File: src/rtl/rf_pkg.sv
// Shared types and helpers for the scoreboard register file.
package rf_pkg;

  typedef enum logic [1:0] {IDLE, SWEEP, DONE} clr_state_e;

  // Widest write-port count the priority helper can arbitrate.
  localparam int MaxWritePorts = 8;

  // Keeps only the highest-numbered set bit of a write-port hit mask.
  function automatic logic [MaxWritePorts-1:0] win_port(input logic [MaxWritePorts-1:0] hit);
    logic found;
    win_port = '0;
    found    = 1'b0;
    for (int p = MaxWritePorts - 1; p >= 0; p--) begin
      if (hit[p] && !found) begin
        win_port[p] = 1'b1;
        found       = 1'b1;
      end
    end
  endfunction

endpackage

File: src/rtl/rf_clear_ctrl.sv
// Clear engine: walks every register index once, then pulses done.
module rf_clear_ctrl
  import rf_pkg::*;
#(
  parameter int NumRegs    = 16,
  parameter int IndexWidth = $clog2(NumRegs)
) (
  input  logic                  clk_i,
  input  logic                  rst_ni,
  input  logic                  clear_req_i,
  output logic [IndexWidth-1:0] sweep_idx_o,
  output logic                  sweep_o,
  output logic                  clear_busy_o,
  output logic                  clear_done_o
);

  clr_state_e            state_q, state_d;
  logic [IndexWidth-1:0] cnt_q, cnt_d;

  always_ff @(posedge clk_i or negedge rst_ni) begin
    if (!rst_ni) begin
      state_q <= IDLE;
      cnt_q   <= '0;
    end else begin
      state_q <= state_d;
      cnt_q   <= cnt_d;
    end
  end

  always_comb begin
    state_d = state_q;
    cnt_d   = cnt_q;
    case (state_q)
      IDLE: begin
        if (clear_req_i) begin
          state_d = SWEEP;
          cnt_d   = '0;
        end
      end
      SWEEP: begin
        cnt_d = cnt_q + 1'b1;
        if (cnt_q == IndexWidth'(NumRegs - 1)) state_d = DONE;
      end
      DONE:    state_d = IDLE;
      default: state_d = IDLE;
    endcase
  end

  assign sweep_idx_o  = cnt_q;
  assign sweep_o      = (state_q == SWEEP);
  assign clear_busy_o = (state_q == SWEEP);
  assign clear_done_o = (state_q == DONE);

endmodule

File: src/rtl/scoreboard_register_file.sv
// Multi-port register file with busy-bit scoreboard, write bypass and clear sweep.
module scoreboard_register_file
  import rf_pkg::*;
#(
  parameter int DataWidth     = 16,
  parameter int NumRegs       = 16,
  parameter int NumReadPorts  = 2,
  parameter int NumWritePorts = 2,
  parameter int ZeroReg       = 1,
  parameter int BypassEn      = 1,
  parameter int IndexWidth    = $clog2(NumRegs)
) (
  input  logic                                    clk,
  input  logic                                    rstN,
  input  logic [NumWritePorts-1:0]                writeEn,
  input  logic [NumWritePorts-1:0][IndexWidth-1:0] writeAddr,
  input  logic [NumWritePorts-1:0][DataWidth-1:0]  writeData,
  input  logic [NumWritePorts-1:0]                writeRelease,
  input  logic [NumReadPorts-1:0][IndexWidth-1:0]  readAddr,
  output logic [NumReadPorts-1:0][DataWidth-1:0]   readData,
  output logic [NumReadPorts-1:0]                 readBusy,
  input  logic                                    reserveEn,
  input  logic [IndexWidth-1:0]                   reserveAddr,
  input  logic                                    clearReq,
  output logic                                    clearBusy,
  output logic                                    clearDone
);

  logic [NumRegs-1:0][DataWidth-1:0] regs_q, regs_d;
  logic [NumRegs-1:0]                busy_q, busy_d;
  logic [IndexWidth-1:0]             sweep_idx;
  logic                              sweep, wr_block;
  logic [NumWritePorts-1:0]          wr_act;

  rf_clear_ctrl #(
    .NumRegs    (NumRegs),
    .IndexWidth (IndexWidth)
  ) u_clear (
    .clk_i        (clk),
    .rst_ni       (rstN),
    .clear_req_i  (clearReq),
    .sweep_idx_o  (sweep_idx),
    .sweep_o      (sweep),
    .clear_busy_o (clearBusy),
    .clear_done_o (clearDone)
  );

  // Write ports and reserves are frozen for the whole sweep including DONE.
  assign wr_block = clearBusy | clearDone;
  assign wr_act   = wr_block ? '0 : writeEn;

  function automatic logic [NumWritePorts-1:0] wr_win(input logic [IndexWidth-1:0] idx);
    logic [MaxWritePorts-1:0] hit;
    hit = '0;
    for (int p = 0; p < NumWritePorts; p++) hit[p] = wr_act[p] && (writeAddr[p] == idx);
    return NumWritePorts'(win_port(hit));
  endfunction

  always_ff @(posedge clk or negedge rstN) begin
    if (!rstN) begin
      regs_q <= '0;
      busy_q <= '0;
    end else begin
      regs_q <= regs_d;
      busy_q <= busy_d;
    end
  end

  always_comb begin : next_state
    logic [NumWritePorts-1:0] win;
    win    = '0;
    regs_d = regs_q;
    busy_d = busy_q;
    if (sweep) begin
      regs_d[sweep_idx] = '0;
      busy_d[sweep_idx] = 1'b0;
    end else if (!wr_block) begin
      for (int r = 0; r < NumRegs; r++) begin
        win = wr_win(IndexWidth'(r));
        for (int p = 0; p < NumWritePorts; p++) begin
          if (win[p]) begin
            regs_d[r] = writeData[p];
            if (writeRelease[p]) busy_d[r] = 1'b0;
          end
        end
      end
      // Reserve is applied after release so it wins on the same register.
      if (reserveEn) busy_d[reserveAddr] = 1'b1;
    end
    if (ZeroReg != 0) begin
      regs_d[0] = '0;
      busy_d[0] = 1'b0;
    end
  end

  always_comb begin : read_mux
    logic [NumWritePorts-1:0] rwin;
    rwin     = '0;
    readData = '0;
    readBusy = '0;
    for (int j = 0; j < NumReadPorts; j++) begin
      rwin        = wr_win(readAddr[j]);
      readData[j] = regs_q[readAddr[j]];
      readBusy[j] = busy_q[readAddr[j]];
      if (BypassEn != 0) begin
        for (int p = 0; p < NumWritePorts; p++) begin
          if (rwin[p]) begin
            readData[j] = writeData[p];
            if (writeRelease[p]) readBusy[j] = 1'b0;
          end
        end
      end
      if ((ZeroReg != 0) && (readAddr[j] == '0)) begin
        readData[j] = '0;
        readBusy[j] = 1'b0;
      end
      if (!rstN) begin
        readData[j] = '0;
        readBusy[j] = 1'b0;
      end
    end
  end

endmodule
File: config.mk
export PLATFORM = sky130hd
export DESIGN_NAME = scoreboard_register_file
export DESIGN_NICKNAME = d
export VERILOG_FILES = /design/src/rtl/rf_pkg.sv /design/src/rtl/rf_clear_ctrl.sv /design/src/rtl/scoreboard_register_file.sv
export SDC_FILE = /design/constraint.sdc
export NUM_CORES = 1
export LEC_CHECK = 0
export CAP_MARGIN = 20
export CORE_MARGIN = 2
export CORE_UTILIZATION = 30
export CTS_BUF_LIST = sky130_fd_sc_hd__clkbuf_8
export CTS_CLUSTER_DIAMETER = 30
export DETAILED_ROUTE_END_ITERATION = 12
export GPL_ROUTABILITY_DRIVEN = 1
export PLACE_DENSITY = 0.49
export SLEW_MARGIN = 10
export SYNTH_ARGS = -nofsm -noshare
export SYNTH_HDL_FRONTEND = slang
export SYNTH_SLANG_ARGS = --single-unit
export TNS_END_PERCENT = 5
File: constraint.sdc
create_clock -name clk -period 6.5 [get_ports clk]
set_input_delay 0.975 -clock clk [delete_from_list [all_inputs] [get_ports clk]]
set_output_delay 0.975 -clock clk [all_outputs]
set_load 0.1 [all_outputs]
==> results.sh <==
export IMPL_outcome="finished, final reports clean"
export IMPL_nets=1872
export IMPL_clock_latency_ps=680
export IMPL_clock_sinks=261
export IMPL_startpoint_type="input pin"
export IMPL_cts_hold_buf=0
export IMPL_wl_per_cell_um=29.20
export IMPL_yosys_most_used_dff="dfrtp_1"
export IMPL_hold_viol=0
export IMPL_grt_pass1_vias=16270
export IMPL_gp_congestion=0.9254
export IMPL_setup_viol=0
export IMPL_p_per_area_nw_per_um2=371.0
export IMPL_async_flop_share_pct=100.0
export IMPL_via_per_inst=6.081
export IMPL_tightest_slew_ps=1124
export IMPL_cts_tree="built"
export IMPL_grt_pass1_wl_um=115300
export IMPL_path_clk_slew_ps=50
export IMPL_p_leak_nw=9.943
export IMPL_final_cell_mix="mux2i_1 (333), dfrtp_1 (261), o2bb2ai_1 (222), mux2_2 (97), clkbuf_8 (96)"
export IMPL_netlist_instances=1790
export IMPL_ioPinCount=96
export IMPL_die_h_um=252.6
export IMPL_initial_core_util_pct=30.22
export IMPL_dpl_cell_area_um2=20180
export IMPL_cts_setup_buffers=0
export IMPL_port_buffers=95
export IMPL_drt_first_pass_iters=5
export IMPL_crit_path_end_kind="output pin"
export IMPL_area_growth_pct=19.28
export IMPL_die_area_um2=63820
export IMPL_tns_ps=0
export IMPL_min_period_ps=5585
export IMPL_drive_gt1_share_pct=21.02
export IMPL_rsz0062_at_grt="no"
export IMPL_grt_max_degree=72
export IMPL_worstSetupPathType="input pin to output pin"
export IMPL_arrival_ps=4610
export IMPL_ys_ff_latch=261
export IMPL_cts_max_path_buffers=3
export IMPL_crit_required_ps=5520
export IMPL_syn_area_um2=18540
export IMPL_fin_crit_sh_pct=85.93
export IMPL_ys_types=67
export IMPL_htree_num_levels=3
export IMPL_grt_overflow=0
export IMPL_via_count=16190
export IMPL_final_antenna_net_count=0
export IMPL_hold_path_class="input pin to asynchronous set/reset pin"
export IMPL_path_max_fanout=15
export IMPL_hpwl_um=51800
export IMPL_synth_nets=1858
export IMPL_finalClockSkew_ps=43.85
export IMPL_antenna_found_initial=2
export IMPL_yosysSeqAreaShare_pct=35.22
export IMPL_slew_viol_final=0
export IMPL_final_area_um2=22120
export IMPL_first_iter_violations=1420
export IMPL_drc=0
export IMPL_wirelength_um=77740
export IMPL_synth_area_per_cell_um2=10.36
export IMPL_grtUsageTotal_pct=24.32
export IMPL_max_slew_margin_pct=25.06
export IMPL_layout_commonest_cell="mux2i_1"
export IMPL_core_area_um2=61370
export IMPL_die_width_um=252.6
export IMPL_cts_resized=0
export IMPL_cts_made_buffers=78
export IMPL_max_freq_ghz=0.1790
export IMPL_maxCapViolations=0
export IMPL_rows=91
export IMPL_ir_drop_uv=155.0
export IMPL_synth_warnings=0
export IMPL_reg2regPathDepth=7
export IMPL_cts_root_buffer="clkbuf_8"
export IMPL_synth_edf_count=0
final cells by class:
class	instances	area (um^2)
Inverter	29	108.9
Timing Repair Buffer	143	1659
Clock buffer	96	1321
Tap cell	790	988.4
Antenna cell	2	5.005
Sequential cell	261	6531
Fill cell	6000	39250
Multi-Input combinational cell	1291	10890
Clock inverter	50	611.8
kinds of logic after synthesis:
kind of cell | synth area share (%)
flip-flops | 35.22
XOR/XNOR | 0.7557
AO/OA/AOI/OAI | 26.61
multiplexers | 25.32
AND/OR/NAND/NOR | 5.445
adder cells (fa/ha/maj) | 0.5398
buffers and inverters | 6.106
worst max-delay path, stage by stage:
cell and delay (ps):
clkdlybuf4s50_1 920, nand2b_1 860, o22ai_1 260, o21ai_0 360, o31ai_1 130, a221oi_1 810
buf_12 260
layer usage:
metal / vias to the layer above / wire length (um) / GRT usage (%)
met5: - / 0 / 0
met4: 0 / 2805 / 10.52
met3: 158 / 6130 / 5.160
met2: 799 / 34780 / 36.73
met1: 8269 / 34030 / 33.43
li1: 6961 / - / -
flip-flops by register name, summed over array words and instances, names as in the netlist:
register             count
regs_q                 240
u_clear.state_q          2
busy_q                  15
u_clear.sweep_idx_o      4
through the flow:
stage                     hold slack (ps)  total power [W]  util (%)  std cells  worst slack [ps]
after CTS                           261.3         0.008200     36.04       2660              1059
after detailed placement            489.6         0.005287     32.89       2514              1056
after global routing                301.4         0.008541     36.04       2661             879.7
after global placement              481.3         0.005258     32.89       2514              1094
after floorplan                     466.7         0.004268         -       1790              1081
final                               252.2         0.008207     36.04       2662             914.6
final timing paths:
kind | slack [ps] | to | start
max in group asynchronous | 3820 | regs_q[105] | rstN
hold / removal | 250 | regs_q[233] | rstN
hold reg to reg | 500 | regs_q[21] | regs_q[21]
min in group clk | 500 | regs_q[21] | regs_q[21]
setup reg to reg | 3080 | regs_q[240] | u_clear.state_q[1]
setup / recovery | 910 | readData[5] | readAddr[0]
cell usage after synthesis (12+ instances only):
master	count	area [um^2]
mux2i_1	333	3333
dfrtp_1	261	6531
o2bb2ai_1	222	1944
mux2_2	97	1092
nor2_1	95	356.6
clkbuf_1	92	345.3
buf_2	73	365.4
o21ai_0	67	335.3
o22ai_1	60	375.4
a21oi_1	49	245.2
a22o_1	41	359.1
o31ai_1	40	300.3
a221oi_1	34	297.8
a22oi_1	31	232.7
inv_1	29	108.9
buf_4	24	180.2
nand2_1	22	82.58
o2bb2ai_2	20	300.3
nand2_2	14	87.58
o21ai_1	14	70.07
mux4_2	12	270.3
nor2b_1	12	75.07
xnor2_1	12	105.1
power by group:
part / leakage [nW] / switching, W / internal (W) / total (W)
Sequential: 3.61 / 0.000368 / 0.00204 / 0.00241
Clock: 1.03 / 0.00100 / 0.00187 / 0.00288
Combinational: 5.30 / 0.00184 / 0.00108 / 0.00292
Note: power is estimated with default switching activity, not from simulation.
